File: src/rtl/i2c_pkg.sv
// Shared types and constants for the I2C command sequencer slice.
// Combinational definitions only; no latency.
// No flow control of its own.
package i2c_pkg;

    // Command codes understood by mod_I2C; CMD_IDLE doubles as "no request"
    localparam logic [3:0] CMD_IDLE  = 4'd0;
    localparam logic [3:0] CMD_WRITE = 4'd1;
    localparam logic [3:0] CMD_READ  = 4'd2;

    // Queued request layout: {cmd[19:16], addr[15:8], data[7:0]}
    localparam int ENTRY_W   = 20;
    localparam int CMD_LSB   = 16;
    localparam int ADDR_LSB  = 8;
    localparam int DATA_LSB  = 0;

    typedef struct packed {
        logic [3:0] cmd;
        logic [7:0] addr;
        logic [7:0] data;
    } req_entry_t;

    typedef enum logic [1:0] {
        ST_IDLE      = 2'd0,
        ST_ISSUE     = 2'd1,
        ST_WAIT_DONE = 2'd2
    } seq_state_e;

    // Timeout counter width covers the full 1..65535 range
    localparam int CNT_W = 16;

endpackage

File: src/rtl/i2c_cmd_sequencer_if.sv
// Bundle of request, mod_I2C drive and status signals around the sequencer.
// Pure wiring; no latency.
// Request side uses valid/ready; mod_I2C side uses its ready level as handshake.
interface i2c_cmd_sequencer_if #(
    parameter int FIFO_DEPTH = 4
);
    localparam int LVL_W = $clog2(FIFO_DEPTH) + 1;

    logic             req_valid;
    logic             req_ready;
    logic [3:0]       req_cmd;
    logic [7:0]       req_addr;
    logic [7:0]       req_data;
    logic [3:0]       command;
    logic [7:0]       address;
    logic [7:0]       data;
    logic             i2c_ready;
    logic             busy;
    logic             done;
    logic             timeout_err;
    logic             err_clr;
    logic [LVL_W-1:0] fifo_level;

    // Sequencer side
    modport slave (
        input  req_valid, req_cmd, req_addr, req_data, i2c_ready, err_clr,
        output req_ready, command, address, data, busy, done, timeout_err, fifo_level
    );

    // Control logic / master model side
    modport master (
        output req_valid, req_cmd, req_addr, req_data, i2c_ready, err_clr,
        input  req_ready, command, address, data, busy, done, timeout_err, fifo_level
    );

endinterface

File: src/rtl/i2c_req_fifo.sv
// Generic synchronous FIFO holding queued I2C requests.
// Write visible at the head one cycle after push; head is read combinationally.
// Pushes are ignored while full_o is set; full_o is a registered flag.
module i2c_req_fifo #(
    parameter int WIDTH = 20,
    parameter int DEPTH = 4
) (
    input  logic                       clk,
    input  logic                       rst,
    input  logic                       push_i,
    input  logic [WIDTH-1:0]           push_dat_i,
    input  logic                       pop_i,
    output logic [WIDTH-1:0]           head_dat_o,
    output logic                       full_o,
    output logic                       empty_o,
    output logic [$clog2(DEPTH):0]     level_o
);

    localparam int AW = $clog2(DEPTH);
    localparam int LW = AW + 1;
    localparam logic [LW-1:0] LVL_FULL = LW'(DEPTH);

    logic [WIDTH-1:0] mem_q [DEPTH];
    logic [AW-1:0]    wr_ptr_q, wr_ptr_d;
    logic [AW-1:0]    rd_ptr_q, rd_ptr_d;
    logic [LW-1:0]    level_q, level_d;
    logic             full_q, full_d;
    logic             push_ok, pop_ok;

    assign push_ok    = push_i & ~full_q;
    assign pop_ok     = pop_i & (level_q != '0);
    assign head_dat_o = mem_q[rd_ptr_q];
    assign full_o     = full_q;
    assign empty_o    = (level_q == '0);
    assign level_o    = level_q;

    // Pointer and occupancy next-state; pointers wrap naturally at power-of-two depth
    always_comb begin
        wr_ptr_d = wr_ptr_q;
        rd_ptr_d = rd_ptr_q;
        level_d  = level_q;
        if (push_ok) begin
            wr_ptr_d = wr_ptr_q + AW'(1);
        end
        if (pop_ok) begin
            rd_ptr_d = rd_ptr_q + AW'(1);
        end
        case ({push_ok, pop_ok})
            2'b10:   level_d = level_q + LW'(1);
            2'b01:   level_d = level_q - LW'(1);
            default: level_d = level_q;
        endcase
        full_d = (level_d == LVL_FULL);
    end

    // Pointer, level and full-flag registers
    always_ff @(posedge clk) begin
        if (rst) begin
            wr_ptr_q <= '0;
            rd_ptr_q <= '0;
            level_q  <= '0;
            full_q   <= 1'b0;
        end else begin
            wr_ptr_q <= wr_ptr_d;
            rd_ptr_q <= rd_ptr_d;
            level_q  <= level_d;
            full_q   <= full_d;
        end
    end

    // Storage array; contents are don't-care until written, so no reset
    always_ff @(posedge clk) begin
        if (push_ok) begin
            mem_q[wr_ptr_q] <= push_dat_i;
        end
    end

endmodule

File: src/rtl/i2c_cmd_sequencer.sv
// Queues I2C requests and drives them one at a time into mod_I2C.
// Request accepted at edge N issues after edge N+1 when the master is idle.
// req_ready drops when the queue is full; a command not accepted in time is dropped with timeout_err.
module i2c_cmd_sequencer
    import i2c_pkg::*;
#(
    parameter int FIFO_DEPTH     = 4,
    parameter int ACCEPT_TIMEOUT = 255
) (
    input  logic                   clk,
    input  logic                   rst,
    i2c_cmd_sequencer_if.slave     bus
);

    localparam int LVL_W = $clog2(FIFO_DEPTH) + 1;
    localparam logic [CNT_W-1:0] TIMEOUT_LIM = CNT_W'(ACCEPT_TIMEOUT);

    seq_state_e        state_q, state_d;
    req_entry_t        cur_q, cur_d;
    logic [CNT_W-1:0]  cnt_q, cnt_d;
    logic              done_q, done_d;
    logic              err_q, err_d;
    logic              set_err;
    logic              pop;

    logic              fifo_push;
    logic [ENTRY_W-1:0] fifo_head;
    logic              fifo_full;
    logic              fifo_empty;
    logic [LVL_W-1:0]  fifo_level;
    req_entry_t        head_entry;

    // Zero-command requests complete their handshake but are never stored
    assign fifo_push  = bus.req_valid & ~fifo_full & (bus.req_cmd != CMD_IDLE);
    assign head_entry = req_entry_t'(fifo_head);

    i2c_req_fifo #(
        .WIDTH (ENTRY_W),
        .DEPTH (FIFO_DEPTH)
    ) u_fifo (
        .clk        (clk),
        .rst        (rst),
        .push_i     (fifo_push),
        .push_dat_i ({bus.req_cmd, bus.req_addr, bus.req_data}),
        .pop_i      (pop),
        .head_dat_o (fifo_head),
        .full_o     (fifo_full),
        .empty_o    (fifo_empty),
        .level_o    (fifo_level)
    );

    // Sequencer next-state: pop/issue, wait for accept (or time out), wait for completion
    always_comb begin
        state_d = state_q;
        cur_d   = cur_q;
        cnt_d   = cnt_q;
        done_d  = 1'b0;
        set_err = 1'b0;
        pop     = 1'b0;
        case (state_q)
            ST_IDLE: begin
                if (!fifo_empty && bus.i2c_ready) begin
                    pop     = 1'b1;
                    cur_d   = head_entry;
                    cnt_d   = '0;
                    state_d = ST_ISSUE;
                end
            end
            ST_ISSUE: begin
                if (!bus.i2c_ready) begin
                    cur_d.cmd = CMD_IDLE;
                    state_d   = ST_WAIT_DONE;
                end else begin
                    cnt_d = cnt_q + CNT_W'(1);
                    if (cnt_d == TIMEOUT_LIM) begin
                        cur_d.cmd = CMD_IDLE;
                        set_err   = 1'b1;
                        state_d   = ST_IDLE;
                    end
                end
            end
            ST_WAIT_DONE: begin
                // address/data stay on the bus until the master finishes
                if (bus.i2c_ready) begin
                    done_d  = 1'b1;
                    state_d = ST_IDLE;
                end
            end
            default: begin
                cur_d.cmd = CMD_IDLE;
                state_d   = ST_IDLE;
            end
        endcase

        // A new timeout wins over a simultaneous clear so no error is lost
        if (set_err) begin
            err_d = 1'b1;
        end else if (bus.err_clr) begin
            err_d = 1'b0;
        end else begin
            err_d = err_q;
        end
    end

    // Sequencer state and output registers
    always_ff @(posedge clk) begin
        if (rst) begin
            state_q <= ST_IDLE;
            cur_q   <= '0;
            cnt_q   <= '0;
            done_q  <= 1'b0;
            err_q   <= 1'b0;
        end else begin
            state_q <= state_d;
            cur_q   <= cur_d;
            cnt_q   <= cnt_d;
            done_q  <= done_d;
            err_q   <= err_d;
        end
    end

    assign bus.req_ready   = ~fifo_full;
    assign bus.command     = cur_q.cmd;
    assign bus.address     = cur_q.addr;
    assign bus.data        = cur_q.data;
    assign bus.done        = done_q;
    assign bus.timeout_err = err_q;
    assign bus.fifo_level  = fifo_level;
    assign bus.busy        = (state_q != ST_IDLE) | (fifo_level != '0);

endmodule

File: src/flat_wrapper.sv
// flat-port wrapper written by rule: the top's interface ports become plain ports
module i2c_cmd_sequencer_flat import i2c_pkg::*;
#(
    parameter int FIFO_DEPTH     = 4,
    parameter int ACCEPT_TIMEOUT = 255
)
  (clk, rst, bus_req_valid, bus_req_cmd, bus_req_addr, bus_req_data, bus_i2c_ready, bus_err_clr, bus_req_ready, bus_command, bus_address, bus_data, bus_busy, bus_done, bus_timeout_err, bus_fifo_level);
  i2c_cmd_sequencer_if #(.FIFO_DEPTH(FIFO_DEPTH)) bus_i ();
  input  logic clk;
  input  logic rst;
  input wire logic [$bits(bus_i.req_valid)-1:0] bus_req_valid;
  input wire logic [$bits(bus_i.req_cmd)-1:0] bus_req_cmd;
  input wire logic [$bits(bus_i.req_addr)-1:0] bus_req_addr;
  input wire logic [$bits(bus_i.req_data)-1:0] bus_req_data;
  input wire logic [$bits(bus_i.i2c_ready)-1:0] bus_i2c_ready;
  input wire logic [$bits(bus_i.err_clr)-1:0] bus_err_clr;
  output wire logic [$bits(bus_i.req_ready)-1:0] bus_req_ready;
  output wire logic [$bits(bus_i.command)-1:0] bus_command;
  output wire logic [$bits(bus_i.address)-1:0] bus_address;
  output wire logic [$bits(bus_i.data)-1:0] bus_data;
  output wire logic [$bits(bus_i.busy)-1:0] bus_busy;
  output wire logic [$bits(bus_i.done)-1:0] bus_done;
  output wire logic [$bits(bus_i.timeout_err)-1:0] bus_timeout_err;
  output wire logic [$bits(bus_i.fifo_level)-1:0] bus_fifo_level;
  assign bus_i.req_valid = bus_req_valid;
  assign bus_i.req_cmd = bus_req_cmd;
  assign bus_i.req_addr = bus_req_addr;
  assign bus_i.req_data = bus_req_data;
  assign bus_i.i2c_ready = bus_i2c_ready;
  assign bus_i.err_clr = bus_err_clr;
  assign bus_req_ready = bus_i.req_ready;
  assign bus_command = bus_i.command;
  assign bus_address = bus_i.address;
  assign bus_data = bus_i.data;
  assign bus_busy = bus_i.busy;
  assign bus_done = bus_i.done;
  assign bus_timeout_err = bus_i.timeout_err;
  assign bus_fifo_level = bus_i.fifo_level;
  i2c_cmd_sequencer #(.FIFO_DEPTH(FIFO_DEPTH), .ACCEPT_TIMEOUT(ACCEPT_TIMEOUT)) u_core (.clk(clk), .rst(rst), .bus(bus_i));
endmodule
File: config.mk
export PLATFORM = sky130hd
export DESIGN_NAME = i2c_cmd_sequencer_flat
export DESIGN_NICKNAME = d
export VERILOG_FILES = /design/src/rtl/i2c_pkg.sv /design/src/rtl/i2c_cmd_sequencer_if.sv /design/src/rtl/i2c_req_fifo.sv /design/src/rtl/i2c_cmd_sequencer.sv /design/src/flat_wrapper.sv
export SDC_FILE = /design/constraint.sdc
export NUM_CORES = 1
export LEC_CHECK = 0
export ABC_AREA = 1
export BUFFER_PORTS_ARGS = -buffer_cell sky130_fd_sc_hd__buf_4
export CAP_MARGIN = 30
export CORE_UTILIZATION = 50
export DETAILED_ROUTE_END_ITERATION = 10
export GPL_TIMING_DRIVEN = 0
export PLACE_DENSITY_LB_ADDON = 0.3
export SYNTH_ARGS = -nofsm -noshare
export SYNTH_HDL_FRONTEND = slang
export SYNTH_SLANG_ARGS = --single-unit
export TNS_END_PERCENT = 1
File: constraint.sdc
create_clock -name clk -period 3 [get_ports clk]
set_input_delay 0.3 -clock clk [delete_from_list [all_inputs] [get_ports clk]]
set_output_delay 0.3 -clock clk [all_outputs]
set_load 0.005 [all_outputs]
==> run_results.csv <==
group,metric,value,unit
run_status,outcome,"finished clean",
pwr,peakVddDrop,0.449,mV
logic_synthesis,yosys-top-cells-area,"edfxtp_1 45%, dfxtp_1 19%, nand2_1 7.6%",
place,gp_congestion,0.820,
logic_synthesis,yosysTopAreaCell,"edfxtp_1",
timing,worstMarginPinSlew,707,ps
logic_synthesis,synth_top_area_share,0.446,
timing,rsz0062_at_grt,"no",
logic_synthesis,synth.avg_cell_area,9.77,µm²
timing,min_period,2810,ps
clock_network,clk-insertion-delay-late,510,ps
clock_network,numCtsBuffers,17,
timing,maxSlewViolCount,0,
logic_synthesis,synth_edf_count,80,
place,place_ws,1.50,ps
place,port_buffers,51,
routing,antenna_left,0,
floorplanning,design.die.area,11200,µm²
global_route,grt_use_total,0.236,
logic_synthesis,yosysUniqueCellTypes,33,
routing,wl,12400,µm
logic_synthesis,syn_area,5390,µm²
logic_synthesis,ys_warn_count,0,
routing,drt_iter0_drc,380,
setup_path,critPathKind,"reg2reg",
logic_synthesis,ys_ff_latch,130,
place,place_hpwl,7980,µm
clock_network,clock_path_buffers,2,
layout,insertedDiodeCount,0,
layout,final-seq-area,3400,µm²
setup_path,required,3450,ps
logic_synthesis,synth_flop_cell,"edfxtp_1",
logic_synthesis,synthCells,551,
timing,max_slew_margin,0.529,
timing,setup_viol,0,
routing,wire_per_inst,15.6,µm
timing,setup_slack,192,ps
logic_synthesis,synth_most_common_cell,"nand2_1",
timing,fin_crit_sh,0.936,
floorplanning,core-area,10400,µm²
timing,whs,48.4,ps
floorplanning,num_rows,37,
pwr,p_per_area,804,nW/µm²
timing,hold_viol_final,0,
logic_synthesis,async_flop_share,0,
global_route,overflow,0,
layout,area_delta_synth_final,27.1,%
layout,final_util,0.660,
timing,timing.fmax,356,MHz
clock_network,cts.htree.levels,4,
global_route,antenna_found_initial,0,
timing,fin_tns_setup,0,ps
floorplanning,dieWidth,106,µm
layout,final_net_count,681,
logic_synthesis,synth_commonest_cells,"109 x nand2_1, 81 x nor2_1, 80 x edfxtp_1",
global_route,grt_pass1_wl,20000,µm
floorplanning,io_pins,52,
logic_synthesis,seq_area_frac_synth,0.632,
global_route,first_global_vias,4073,
setup_path,cp.arrival,3260,ps
timing,finClkSkew,12.4,ps
clock_network,clock_sinks,130,
logic_synthesis,syn_nets,584,
setup_path,crit_path_start_kind,"flop",
layout,multiInputGateArea,1750,µm²
clock_network,cts_tree,"yes",
layout,fill_cells,783,
global_route,grt_max_degree,17,
setup_path,end_kind,"flop",
clock_network,root_buffer,"clkbuf_8",
pwr,power.leakage,2.52,nW
clock_network,path_clk_slew,60,ps
layout,drive_above_1_share,0.168,
setup_path,worstPathMaxFanout,10,
hold_path,hold_path.class,"in2reg",
routing,via_per_inst,5.25,
run,drv_cap,0,
routing,vias,4181,
routing,drc,0,
floorplanning,fp.dieH,106,µm
routing,drt-pass1-iter-count,5,
floorplanning,start_util,0.519,
## path summary, 6_finish.rpt
| path | start | to | slack (ps) | depth (start not counted) |
|---|---|---|---|---|
| max | u_core.u_fifo.level_o[0]$_SDFF_PP0_ | u_core.u_fifo.full_o$_SDFF_PP0_ | 190 | 14 |
| min | bus_err_clr | u_core.bus.timeout_err$_SDFFE_PP0P_ | 50 | 4 |
| max reg2reg | u_core.u_fifo.level_o[0]$_SDFF_PP0_ | u_core.u_fifo.full_o$_SDFF_PP0_ | 190 | 14 |
| min reg2reg | u_core.bus.data[0]$_SDFFE_PP0N_ | u_core.bus.data[0]$_SDFFE_PP0N_ | 470 | 2 |
## metrics by stage
step,instance area [µm²],std cells,power [W]
final,6850,797,0.00550
after global routing,6850,797,0.00576
after CTS,6820,795,0.00548
after detailed placement,6030,742,0.00346
after global placement,5940,738,0.00340
after floorplan,5390,551,0.00294
## where the power goes
group          total [W]  switching, W  internal (W)
Combinational    0.00128      0.000802      0.000481
Clock            0.00200      0.000717       0.00128
Sequential       0.00222      0.000103       0.00212
## kinds of logic (layout without fill, tap and decap cells)
| family | after synthesis | count (layout) | share of synthesized area |
|---|---|---|---|
| AO/OA/AOI/OAI | 113 | 113 | 0.111 |
| XOR/XNOR | 3 | 3 | 0.00488 |
| adder cells (fa/ha/maj) | 8 | 8 | 0.0200 |
| buffers and inverters | 64 | 174 | 0.0448 |
| flip-flops | 130 | 130 | 0.632 |
| AND/OR/NAND/NOR | 233 | 233 | 0.187 |
## repair_timing
item	4_1_cts	5_1_grt
endpoints found under the hold margin	80	0
pin swaps	0	1
endpoints found under the setup margin	1	2
buffers inserted	0	2
hold buffers	21	0
gates resized for setup	1	2
## sequential cells by signal, indices dropped and copies added (netlist names), named ones only
name,flops
u_core.u_fifo.rd_ptr_q,2
u_core.u_fifo.wr_ptr_q,2
u_core.bus.timeout_err,1
u_core.u_fifo.full_o,1
u_core.bus.command,4
u_core.bus.done,1
u_core.state_q,2
u_core.bus.data,8
u_core.u_fifo.mem_q,80
u_core.u_fifo.level_o,3
u_core.cnt_q,16
u_core.bus.address,8
## layout make-up
| class | count | area share |
|---|---|---|
| buffer | 21 | 0.0121 |
| clock buffer | 22 | 0.0647 |
| clock inverter | 10 | 0.0197 |
| inverter | 43 | 0.0241 |
| multi-input combinational | 357 | 0.256 |
| sequential | 130 | 0.497 |
| tap | 136 | 0.0249 |
| timing repair buffer | 78 | 0.101 |
## routing by layer
metal	up-vias	global-route usage	routed length, µm
met1	1982	0.277	5060
met2	118	0.412	6550
li1	2067	-	-
met4	0	0.0903	169
met3	14	0.0606	659
met5	-	0	0
## cells in the final DEF, fill, tap and decap left out, drive strengths merged, types with 3 or more instances in the layout
master       netlist  layout
dlygate4sd3        0      21
a21oi             44      44
nand2            115     115
buf                1      57
nor2              88      88
bufinv             0       3
xor2               3       3
clkinv             2       5
ha                 7       7
nand4              7       7
edfxtp            80      80
nand3             16      16
o21ai             47      47
inv               41      41
o22ai             16      16
clkinvlp           0       4
clkbuf            20      43
dfxtp             50      50
## critical path, cell delays in order (launching register included)
cell,delay [ps]
dfxtp_1,380
inv_1,110
a31oi_1,270
nand2_2,200
clkinvlp_4,200
clkbuf_4,260
ha_1,180
inv_1,70
fa_1,380
nand2_1,80
nand2_1,50
nor2_1,130
o21ai_0,100
a21oi_1,170
and3_1,160
(Power assumes the default switching activity.)
